[src/rtl/fetch_stage.sv]
// Instruction-fetch stage: owns the PC, keeps one instruction-memory request
// in flight, and presents fetched words through a 2-entry queue made of an
// output register (OR) and a skid buffer (SB) so decode can stall without
// losing a response that is already on its way.
module fetch_stage #(
   parameter int               WIDTH    = 32,
   parameter logic [WIDTH-1:0] RESET_PC = 32'h0000_0000
) (
   input  logic             clk,
   input  logic             rst_n,
   input  logic             redirect_valid,
   input  logic [WIDTH-1:0] redirect_pc,
   input  logic             stall,
   output logic             imem_req,
   output logic [WIDTH-1:0] imem_addr,
   input  logic             imem_gnt,
   input  logic             imem_rvalid,
   input  logic [WIDTH-1:0] imem_rdata,
   output logic             if_valid,
   output logic [WIDTH-1:0] if_pc,
   output logic [WIDTH-1:0] if_instr
);

   typedef enum logic [1:0] {
      REQ  = 2'd0,
      WAIT = 2'd1,
      DROP = 2'd2
   } state_t;

   localparam logic [WIDTH-1:0] PC_STEP = {{(WIDTH-3){1'b0}}, 3'd4};

   state_t           state_r;
   logic [WIDTH-1:0] pc_r;
   logic [WIDTH-1:0] inflight_pc_r;
   logic             if_valid_r;
   logic [WIDTH-1:0] if_pc_r;
   logic [WIDTH-1:0] if_instr_r;
   logic             sb_valid_r;
   logic [WIDTH-1:0] sb_pc_r;
   logic [WIDTH-1:0] sb_instr_r;

   logic             req_s;
   logic             grant_s;
   logic             resp_s;
   logic             consume_s;
   logic             or_free_s;

   // Per-cycle handshake decode; the request is masked while reset is held
   // and while the skid buffer is occupied so at most two words are queued.
   always_comb begin
      req_s     = 1'b0;
      if (rst_n && (state_r == REQ) && !sb_valid_r) begin
         req_s = 1'b1;
      end else begin
         req_s = 1'b0;
      end
      grant_s   = req_s & imem_gnt;
      resp_s    = (state_r == WAIT) & imem_rvalid;
      consume_s = if_valid_r & ~stall;
      or_free_s = ~if_valid_r | consume_s;
   end

   // Request FSM and PC: redirect overrides everything, a granted request
   // advances the PC, responses in DROP are swallowed.
   always_ff @(posedge clk or negedge rst_n) begin
      if (!rst_n) begin
         state_r       <= REQ;
         pc_r          <= RESET_PC;
         inflight_pc_r <= {WIDTH{1'b0}};
      end else if (redirect_valid) begin
         pc_r <= redirect_pc;
         case (state_r)
            REQ:     state_r <= grant_s     ? DROP : REQ;
            WAIT:    state_r <= imem_rvalid ? REQ  : DROP;
            DROP:    state_r <= imem_rvalid ? REQ  : DROP;
            default: state_r <= REQ;
         endcase
      end else begin
         case (state_r)
            REQ: begin
               if (grant_s) begin
                  pc_r          <= pc_r + PC_STEP;
                  inflight_pc_r <= pc_r;
                  state_r       <= WAIT;
               end
            end
            WAIT: begin
               if (imem_rvalid) begin
                  state_r <= REQ;
               end
            end
            DROP: begin
               if (imem_rvalid) begin
                  state_r <= REQ;
               end
            end
            default: state_r <= REQ;
         endcase
      end
   end

   // Output register and skid buffer: the skid entry drains first, then a
   // fresh response goes to whichever slot is free; a redirect empties both.
   always_ff @(posedge clk or negedge rst_n) begin
      if (!rst_n) begin
         if_valid_r <= 1'b0;
         if_pc_r    <= {WIDTH{1'b0}};
         if_instr_r <= {WIDTH{1'b0}};
         sb_valid_r <= 1'b0;
         sb_pc_r    <= {WIDTH{1'b0}};
         sb_instr_r <= {WIDTH{1'b0}};
      end else if (redirect_valid) begin
         if_valid_r <= 1'b0;
         sb_valid_r <= 1'b0;
      end else if (sb_valid_r && or_free_s) begin
         if_valid_r <= 1'b1;
         if_pc_r    <= sb_pc_r;
         if_instr_r <= sb_instr_r;
         sb_valid_r <= 1'b0;
      end else if (resp_s && or_free_s) begin
         if_valid_r <= 1'b1;
         if_pc_r    <= inflight_pc_r;
         if_instr_r <= imem_rdata;
      end else if (resp_s) begin
         sb_valid_r <= 1'b1;
         sb_pc_r    <= inflight_pc_r;
         sb_instr_r <= imem_rdata;
      end else if (consume_s) begin
         if_valid_r <= 1'b0;
      end else begin
         if_valid_r <= if_valid_r;
      end
   end

   assign imem_req  = req_s;
   assign imem_addr = pc_r;
   assign if_valid  = if_valid_r;
   assign if_pc     = if_pc_r;
   assign if_instr  = if_instr_r;

endmodule
[config.mk]
export PLATFORM = sky130hd
export DESIGN_NAME = fetch_stage
export DESIGN_NICKNAME = d
export VERILOG_FILES = /design/src/rtl/fetch_stage.sv
export SDC_FILE = /design/constraint.sdc
export NUM_CORES = 1
export LEC_CHECK = 0
export ABC_AREA = 1
export CORE_MARGIN = 1.5
export CORE_UTILIZATION = 57
export CTS_CLUSTER_SIZE = 30
export DETAILED_ROUTE_END_ITERATION = 12
export DONT_BUFFER_PORTS = 1
export GPL_ROUTABILITY_DRIVEN = 0
export PLACE_DENSITY = 0.75
export SYNTH_ARGS = -nofsm -noshare
export SYNTH_HDL_FRONTEND = slang
export SYNTH_SLANG_ARGS = --single-unit
[constraint.sdc]
create_clock -name clk -period 1.4 [get_ports clk]
set_input_delay 0.28 -clock clk [delete_from_list [all_inputs] [get_ports clk]]
set_output_delay 0.28 -clock clk [all_outputs]
set_load 0.02 [all_outputs]
Word level (Yosys, flattened, before mapping)
Cells that the tools add are included.

cells by class
  add/subtract/negate cells = 1
  equality and inequality tests = 6
  muxes and demuxes = 24
  bitwise operators = 9
  reduce and logical (&&, ||, !) cells = 19

operator list
  operator                                                                count
  32-bit 2-to-1 mux                                                       7
  32-bit by 3-bit adder with 32-bit output (second input constant)        1
  1-bit 2-to-1 mux                                                        10
  2-bit 2-to-1 mux                                                        5
  2-bit AND reduction                                                     5
  2-bit case mux with 2 select lines                                      2
  3-bit != test (second input constant)                                   2
  2-bit nonzero test                                                      3
  1-bit inverter                                                          5
  1-bit logical AND                                                       4
  4-bit by 2-bit != test with 1-bit output (second input constant)        1
  4-bit AND reduction                                                     1
  4-bit nonzero test                                                      1
  1-bit AND                                                               3
  3-bit by 1-bit != test with 1-bit output (second input constant)        1
  3-bit AND reduction                                                     1
  3-bit nonzero test                                                      1
  2-bit by 1-bit equality test with 1-bit output (second input constant)  1
  2-bit equality test (second input constant)                             1
  2-bit logical NOT                                                       1
  2-bit OR reduction                                                      1
  1-bit logical NOT                                                       1
  1-bit OR                                                                1

storage, ports and cells
  register bits = 196

Longest topological paths before layout
Gate-level depths: netlist of run 1.

  depth after elaboration = 8
  mapped depth = 12
  depth with buffers taken out = 10

Worst setup path after synthesis of run 1
No wires, ideal clock.

  path kind = reg-to-reg
  start = reg state_r[0]
  end = reg pc_r[10], in the netlist imem_addr[10]
  library setup time = 0.125 ns
  data arrival time = 1.433 ns
  data required time = 1.275 ns
  slack = -0.157 ns
  stages on the path, launching flop included = 11
  buffers on the path = 1
  period minus slack after synthesis = 1.557 ns
  cells stage by stage = dfrtp_1 inv_1 ha_1 nand2_1 nor2_4 nand2_2 nand2_2 inv_2 buf_2 nand2_1 nand3_1

between the ends
  word-level cells in the longest chain between the ends = 7

RTL lines
  item                             line  RTL
  start: declaration               32    state_t state_r;
  start signal: assignment         73    REQ: state_r <= grant_s ? DROP : REQ;
  start signal: assignment         74    WAIT: state_r <= imem_rvalid ? REQ : DROP;
  start signal: assignment         75    DROP: state_r <= imem_rvalid ? REQ : DROP;
  2-bit logical NOT                52    if (rst_n && (state_r == REQ) && !sb_valid_r) begin
  1-bit logical AND (2 in series)  52
  1-bit 2-to-1 mux                 52
  named net imem_req               14    output logic imem_req,
  1-bit AND                        57    grant_s = req_s & imem_gnt;
  2-bit nonzero test (no line)     --
  2-bit AND reduction (no line)    --
  end signal: assignment           71    pc_r <= redirect_pc;
  end signal: assignment           82    pc_r <= pc_r + PC_STEP;
  end: declaration                 33    logic [WIDTH-1:0] pc_r;

The timed path passes the listed nets, and every way through them passes these cells.
A chain may end at the register's enable or synchronous reset.

Worst setup path in the final report of run 1
  start = reg state_r[0]
  end = reg if_pc_r[23], in the netlist if_pc[23]

between the ends
  word-level cells in the longest chain between the ends = 5

RTL lines
  item                                            line  RTL
  2-bit by 1-bit equality test with 1-bit output  58    resp_s = (state_r == WAIT) & imem_rvalid;
  1-bit AND                                       58
  1-bit logical AND                               120   end else if (resp_s && or_free_s) begin
  2-bit nonzero test (no line)                    --
  2-bit AND reduction (no line)                   --
  end signal: assignment                          107   if_pc_r <= {WIDTH{1'b0}};
  end signal: assignment                          117   if_pc_r <= sb_pc_r;
  end signal: assignment                          122   if_pc_r <= inflight_pc_r;
  end: declaration                                36    logic [WIDTH-1:0] if_pc_r;

Every way passes these cells.

==> results, run 1 <==
- Sequential elements use 53.43% of the synthesized area.
- The clock root buffer is sky130_fd_sc_hd__clkbuf_16.
- Setup repair after global routing could not meet its margin everywhere.
- After clock tree synthesis, the clock-pin slew on the worst setup and hold paths is around 0.07 ns.
- The worst hold-check slack is -0.4540 ns.
- Summing the areas of all xor and xnor instances in the mapped netlist gives less than 1% of the synthesized area.
- The number of synthesis warnings is 0.
- The number of global-route vias before repair is between 7000 and 8000.
- The pin count of the biggest net entering global routing is 198.
- The critical path in this run is classified as reg2reg.
- The required time of the critical path is 1.71 ns.
- Measured against its own limit, the worst slew margin works out to between 50 and 60%.
- The simple-gate area share of the yosys netlist is a little over a fifth.
- The number of synthesized register bits is 196.
- The leakage power figure is 0.005680 uW.
- Sorting the synthesized cells by area gives the leading types as sky130_fd_sc_hd__dfrtp_1 (53%), sky130_fd_sc_hd__nand2_1 (9.1%), sky130_fd_sc_hd__a21oi_1 (6.6%), sky130_fd_sc_hd__nand3_1 (6.1%), sky130_fd_sc_hd__mux2_2 (4.0%).
- Yosys mapped a number of flops with a built-in enable equal to 0.
- Relative to the synthesized area, the layout overhead comes to 39.70%.
- After synthesis, the largest family of logic cells by area is simple AND/OR/NAND/NOR gates.
- The half-perimeter wire length of the detailed placement result is 14.51 mm.
- The initial core utilization is 58.00%.
- The portion of the clock cycle consumed by the worst path in the final layout is 124.4%.
- The most used flip-flop cell after synthesis is sky130_fd_sc_hd__dfrtp_1.
- Across the run, the number of max-cap violations was 0.
- The final worst-path setup slack is -0.3411 ns.
- The total area inside the core boundary comes to 15830 sq um.
- The synthesized design devotes to its leading area cell type a little over half of total area.
- The biggest area contributor in the post-synthesis netlist is sky130_fd_sc_hd__dfrtp_1.
- Leaving out fill and tap cells, the most frequent cell in the layout is sky130_fd_sc_hd__nand2_1.
- The type of element capturing the critical path is a register.
- The clock sink count is 196.
- The fraction of synthesis flops using an asynchronous set or reset pin is 100.0%.
- In this run the deepest clock path goes through 2 buffers.
- For this run the aggregate overflow at the end of global routing stands at 0.
- In the final layout, the share of cells above drive strength 1 is 34.26%.
- After detailed routing, the number of remaining DRC violations is 0.
- The first-pass iteration count of the detailed router is 5.
- TritonCTS built the clock tree.
- The run finished, with violations left.
- The pre-CTS setup slack is -0.2560 ns.
- In this run the horizontal extent of the chip is 129.9 um.
- The die extent in y is 129.9 um.
- The min-delay analysis places its worst path in the category in2async.
- The number of nets in the synthesized netlist is 1122.
- The repair_antennas step left the layout with diodes totalling 0.
- The number of pins exceeding their max-slew limit in the final report is 0.
- Pin placement for this block handled 168 I/O pins.
- The post-synthesis mux area share is 4.048%.
- The worst supply voltage drop on vdd is 1.074 mV.
- Wires add up to 28.92 mm.
- In the global route stage, overall resource usage came out at 30.56%.
- The sort of element at the start of the critical path is a register.
- The top fanout value on the critical path is 5.
- Averaged over all synthesized cells, the footprint is 8.760 sq um.
- Data arrives at the worst endpoint at 2.05 ns.
- Setup violations remaining at the end of the flow were counted as a little under 200.
- After detailed routing, the average wire length per cell comes to 20.60 um.
- Dividing total power by cell area gives a power density of 1469 nW/um^2.
- The first global-routing pass estimated 39.79 mm of wire.
- During placement, the flow inserted port buffers numbering 0.
- The number of nets still failing antenna checks after routing is 0.
- Counting the fill cells in the layout gives 945.
- The detail-routed via count per cell is a little under 6.
- Counting every instance in the synthesized netlist gives 1048.
- For the pin with the worst max-slew slack, the measured transition is 0.6455 ns.
- The maximum clock rate is 574.4 MHz.
- The post-synthesis share of cell area spent on full adders, half adders and majority gates is 0.5452%.
- Summing the areas of all compound-gate instances in the mapped netlist gives 12.66% of the synthesized area.
- The initial antenna violation count is 0.
- CTS built an H-tree with a depth of 4.
- The final period demand of the worst path is approximately 1.7 ns.
- The clock arrives with 0.009227 ns of skew.
- Summing all multi-input logic gate instances after layout gives between 4000 and 5000 sq um.
- The final reports fail on hold timing, setup timing.
- The area of the mapped netlist is a little over 9000 sq um.
- The die area is between 15000 and 20000 sq um.
- After floorplanning, the core was divided into 46 placement rows.
- Across all layers, the routed design uses 8167 vias.
- The top cell types in the final layout, fill and taps aside, are sky130_fd_sc_hd__nand2_1 (194), sky130_fd_sc_hd__dfrtp_1 (193), sky130_fd_sc_hd__nand3_1 (85).
- The sequential cells in the finished layout cover a total of 4908 sq um.
- After the last flow step, the layout net total stands at 1249.
- For this block, the initial DRC count from the detailed router was between 600 and 700.
- The number of different library cells used by synthesis comes to 28.
- The final count of hold timing violations was 196.
- The clock latency of the later-clocked register in the worst-skew pair is 0.43 ns.
- In this run, CTS created clock tree buffers numbering 17.
## worst paths after layout
| path | startpoint | end | slack, ns | cells after the start |
|---|---|---|---|---|
| max in group asynchronous | rst_n | imem_addr[3]$_DFFE_PN0P_ | 1.38 | 0 |
| hold / removal | rst_n | if_instr[22]$_DFFE_PN0P_ | -0.45 | 0 |
| setup / recovery | state_r[0]$_DFFE_PN0P_ | if_pc[23]$_DFFE_PN0P_ | -0.34 | 11 |
| setup reg to reg | state_r[0]$_DFFE_PN0P_ | if_pc[23]$_DFFE_PN0P_ | -0.34 | 11 |
| min in group clk | redirect_valid | state_r[0]$_DFFE_PN0P_ | 0.01 | 3 |
| hold reg to reg | sb_pc_r[17]$_DFFE_PN0P_ | sb_pc_r[17]$_DFFE_PN0P_ | 0.49 | 2 |
## per-layer routing
layer	part of all wire, %	global-route usage, %	vias up
li1	-	-	3697
met5	0	0	-
met3	7.9	6.642	74
met1	40	39.54	4028
met2	49	50.51	368
met4	3.4	12.09	0
## timing repair
action	in CTS	in global routing
endpoints found under the setup margin	180	193
cloned	8	15
setup buffers	14	9
hold buffers	43	1
hold endpoints to repair	239	197
pin swaps	29	24
gates resized for setup	104	160
## stage by stage
| step | cell area (sq um) | power [uW] | setup TNS, ns | std cells | utilization (%) |
|---|---|---|---|---|---|
| floorplan | 9494 | 11410 | -8.337 | 1048 | - |
| global placement | 10130 | 12380 | -20.89 | 1286 | 63.98 |
| detailed placement | 10130 | 12550 | -25.30 | 1286 | 63.98 |
| CTS | 11900 | 17990 | -36.69 | 1382 | 75.17 |
| global route | 12820 | 19700 | -59.65 | 1404 | 81.03 |
| finish | 12820 | 18840 | -48.58 | 1404 | 81.03 |
## cell usage after synthesis, types with 3 or more instances
cell	instances
sky130_fd_sc_hd__nand2_1	222
sky130_fd_sc_hd__dfrtp_1	196
sky130_fd_sc_hd__a21oi_1	121
sky130_fd_sc_hd__nand3_1	112
sky130_fd_sc_hd__nor2_1	98
sky130_fd_sc_hd__inv_1	73
sky130_fd_sc_hd__o21ai_0	73
sky130_fd_sc_hd__buf_2	34
sky130_fd_sc_hd__mux2_2	33
sky130_fd_sc_hd__buf_6	16
sky130_fd_sc_hd__a21oi_2	10
sky130_fd_sc_hd__nor2_4	9
sky130_fd_sc_hd__o21bai_1	8
sky130_fd_sc_hd__nand2_2	7
sky130_fd_sc_hd__clkbuf_1	5
sky130_fd_sc_hd__xnor2_1	5
sky130_fd_sc_hd__ha_1	4
sky130_fd_sc_hd__buf_4	3
sky130_fd_sc_hd__inv_2	3
sky130_fd_sc_hd__o21ai_1	3
## flip-flops by register name, indices dropped and copies added, names as in the netlist
name and flops:
if_instr 32, if_pc 32, imem_addr 32, inflight_pc_r 32, sb_instr_r 32, sb_pc_r 32
state_r 2, if_valid 1, sb_valid_r 1
## where the power goes
group / internal [uW] / switching (uW) / total (uW) / leakage (uW)
clock: 2830 / 2160 / 4990 / 0.000295
sequential: 7140 / 2680 / 9820 / 0.00248
combinational: 1900 / 2140 / 4040 / 0.00290
total: 11900 / 6970 / 18800 / 0.00568
## final cells by class
class,count,area share [%]
multi-input cells,718,36.24
inverters,76,2.410
flip-flops and latches,196,38.27
clock inverters,11,0.9756
clock buffers,21,3.746
well taps,216,2.107
repair buffers,166,16.24
## critical path, cell delays in order (launching register included)
cell and delay (ns):
sky130_fd_sc_hd__dfrtp_1 0.42, sky130_fd_sc_hd__buf_6 0.13, sky130_fd_sc_hd__ha_4 0.12, sky130_fd_sc_hd__nand2_2 0.04, sky130_fd_sc_hd__inv_2 0.07, sky130_fd_sc_hd__nand2_2 0.06, sky130_fd_sc_hd__nand2_4 0.11, sky130_fd_sc_hd__nand2_8 0.12
sky130_fd_sc_hd__buf_8 0.18, sky130_fd_sc_hd__clkbuf_16 0.17, sky130_fd_sc_hd__a21oi_4 0.12, sky130_fd_sc_hd__a21oi_2 0.07
## logic make-up (layout without fill, tap and decap cells)
group | Yosys count | count (layout)
muxes | 33 | 33
xor gates and xnor gates | 7 | 7
adders and majority gates | 4 | 4
DFF | 196 | 196
AOI/OAI and AO/OA | 219 | 219
buffers and inverters | 136 | 274
and+or+nand+nor | 453 | 455
(Power assumes the default switching activity.)
==> run 2: changes to the inputs <==
--- a/config.mk
+++ b/config.mk
@@ -12,7 +12,9 @@
 export DETAILED_ROUTE_END_ITERATION = 12
 export DONT_BUFFER_PORTS = 1
 export GPL_ROUTABILITY_DRIVEN = 0
+export MAX_ROUTING_LAYER = met4
 export PLACE_DENSITY = 0.75
+export SETUP_SLACK_MARGIN = 0.5
 export SYNTH_ARGS = -nofsm -noshare
 export SYNTH_HDL_FRONTEND = slang
 export SYNTH_SLANG_ARGS = --single-unit
==> run 2 against run 1 <==
Compared with the run above: the flow still finishes with violations (hold timing, setup timing); cell area is 3.0% higher; die area stayed put; maximum frequency is 12% lower; non-clock buffer count is 24 higher; core utilization is 2.4 points higher; sequential power hardly changed; combinational power is 8.4% higher; wire length is 14% higher; largest cell class unchanged; largest power group unchanged; highest routed layer unchanged.
==> results, run 2 (synthesis results as in run 1) <==
- The final critical path takes up 140.9% of the cycle.
- The clock power share is 26.6%.
- STA classifies the critical path endpoint as a register.
- The worst supply voltage drop on vdd is 1.080 mV.
- Combinational cells account for about 23% of the total power.
- The net total in the final layout is ~1300.
- The region available for standard cell placement spans 15830 sq um.
- The ratio of cells with drive above 1 in the final layout is a little over a third.
- Counting the buffers created by CTS gives 17.
- The overall power consumption is a little under 20000 uW.
- The floorplan step set the die height to between 100 and 150 um.
- The switching power summed over all nets is just over 7000 uW.
- The number of DRC violations after detailed-routing iteration 0 is between 900 and 1000.
- In this run the remaining antenna-violating nets after routing total 0.
- Max-cap violations in this run came to 0.
- The library cell used most frequently in the layout, excluding fill and tap cells, is sky130_fd_sc_hd__dfrtp_1.
- The number of pins exceeding their max-slew limit in the final report is 0.
- Setup repair after global routing could not meet its margin everywhere.
- Setup violations remaining at the end of the flow were counted as approximately 190.
- Per report_power, the sequential group accounts for between 50% and 60% of the total.
- The first-pass GRT wire length is 42.76 mm.
- At the placement stage, the worst setup path has a slack of -0.3266 ns.
- The count of port buffers added during placement is 0.
- For this block, the via count after detailed routing is between 8000 and 9000.
- The repair_antennas step left the layout with diodes totalling 0.
- The worst pin sits at a relative slew slack of 51.58%.
- The clock root buffer is sky130_fd_sc_hd__clkbuf_16.
- The top fanout value on the critical path is 6.
- The number of global-route vias before repair is 8280.
- In this run the top signal layer used is met4.
- At the pin with the least slew margin, the transition time is 0.7239 ns.
- Row generation in the floorplan step produced 46 rows.
- In this run the number of H-tree levels came out at 4.
- The clock latency of the later-clocked register in the worst-skew pair is 0.44 ns.
- Dividing total power by cell area gives a power density of 1467 nW/um^2.
- The top cell types in the final layout, fill and taps aside, are sky130_fd_sc_hd__dfrtp_1 (187), sky130_fd_sc_hd__nand2_1 (180), sky130_fd_sc_hd__nor2_1 (82).
- The sort of element at the start of the critical path is a register.
- Hold timing on the final database bottoms out at a slack of -0.4671 ns.
- Entering global routing, the biggest net connects 198 pins.
- The half-perimeter wire length of the detailed placement result is roughly 15 mm.
- The all-layer global routing usage is 34.36%.
- Global routing finished with a remaining overflow of 0.
- The detail-routed via count per cell is 6.237.
- Data arrives at the worst endpoint at 2.27 ns.
- The die outline width is around 130 um.
- After detailed routing, the met3 layer carries 3.649 mm of wire.
- The final period demand of the worst path is 1.973 ns.
- The min-delay analysis places its worst path in the category in2async.
- Before antenna repair, the detailed router went through 6 iterations.
- The routed length on met2 is about 16 mm.
- The run finished, with violations left.
- TritonCTS built the clock tree.
- The maximum root-to-sink buffer count is 2.
- The final worst-path setup slack is -0.5732 ns.
- Pin placement for this block handled roughly 170 I/O pins.
- The initial antenna violation count was 0.
- The overall routed net length is 33.05 mm.
- Summed over all cells, the static leakage comes to slightly below 0.006 uW.
- From synthesis to final layout, the design area changed by 43.89%.
- The clock edge transition at the registers on the reported setup and hold paths is about 0.07 ns.
- In the final routed layout, each cell accounts on average for ~23 um.
- The detailed-route DRC error count is 0.
- The final count of hold timing violations is 197.
- The setup path with the least slack is of type reg2reg.
- At the worst endpoint, the required time is between 1.5 and 2 ns.
- The die area is 16880 sq um.
- The initial core utilization is 58.00%.
- Net switching is 37.52% of the power.
- The setup TNS is -71.56 ns.
- The clock sink count is 196.
- The final reports fail on hold timing, setup timing.
- The clock arrives with roughly 0.0086 ns of skew.
- The internal power of the cells is 12110 uW.
- The maximum clock rate is 506.8 MHz.
- The detailed router put a total of 11.95 mm of wire on met1.
-- run 2: timing repair --
action,4_1_cts,5_1_grt
cloned,21,6
hold endpoints to repair,243,197
setup endpoints to repair,292,294
buffers inserted,25,18
gates resized for setup,156,148
pin swaps,7,31
hold buffers,45,1
-- run 2: critical path, cell delays in order, from the launching register on --
cell and delay, ns:
sky130_fd_sc_hd__dfrtp_1 0.45, sky130_fd_sc_hd__buf_4 0.14, sky130_fd_sc_hd__ha_2 0.18, sky130_fd_sc_hd__nand2_2 0.08
sky130_fd_sc_hd__inv_4 0.11, sky130_fd_sc_hd__nand2_8 0.11, sky130_fd_sc_hd__buf_6 0.15, sky130_fd_sc_hd__buf_6 0.11
sky130_fd_sc_hd__buf_6 0.11, sky130_fd_sc_hd__buf_16 0.13, sky130_fd_sc_hd__nand2_1 0.12, sky130_fd_sc_hd__o21ai_0 0.14
-- run 2: path summary, 6_finish.rpt --
path	start	to	slack, ns	cells after the start
max	state_r[0]$_DFFE_PN0P_	sb_pc_r[0]$_DFFE_PN0P_	-0.57	11
min	rst_n	if_instr[22]$_DFFE_PN0P_	-0.47	0
max reg2reg	state_r[0]$_DFFE_PN0P_	sb_pc_r[0]$_DFFE_PN0P_	-0.57	11
min reg2reg	sb_pc_r[29]$_DFFE_PN0P_	sb_pc_r[29]$_DFFE_PN0P_	0.50	2
max in group asynchronous	rst_n	imem_addr[3]$_DFFE_PN0P_	1.45	0
min in group clk	imem_rdata[16]	sb_instr_r[16]$_DFFE_PN0P_	0	1
-- run 2: per-stage QoR --
stage               hold WS [ns]  cell area [sq um]  std cells  util (%)
floorplan               -0.01559               9574       1048         -
global placement        -0.01179              10040       1278     63.42
detailed placement      -0.01176              10040       1278     63.42
CTS                      -0.4702              12340       1401     77.96
global route             -0.4916              13210       1426     83.45
finish                   -0.4671              13210       1426     83.45
-- run 2: power groups by stage --
| stage | Clock, uW | Sequential [uW] | Combinational [uW] |
|---|---|---|---|
| after floorplan | 0 | 9500 | 1940 |
| after global placement | 0 | 9670 | 2690 |
| after detailed placement | 0 | 9720 | 2820 |
| after CTS | 5100 | 9650 | 3450 |
| after global routing | 5430 | 10000 | 4690 |
| final | 5160 | 9840 | 4380 |
-- run 2: final cells by class --
| cell class | instances | area, sq um |
|---|---|---|
| flip-flops and latches | 196 | 4916 |
| multi-input cells | 716 | 4576 |
| fillers | 765 | 2619 |
| repair buffers | 190 | 2534 |
| clock buffers | 23 | 488.0 |
| inverters | 76 | 300.3 |
| well taps | 216 | 270.3 |
| clock inverters | 9 | 125.1 |
-- run 2: per-layer routing --
layer	up-vias	global-route usage, %
li1	3747	-
met1	4342	41.37
met2	645	55.59
met3	160	8.774
met4	0	13.73
met5	-	-
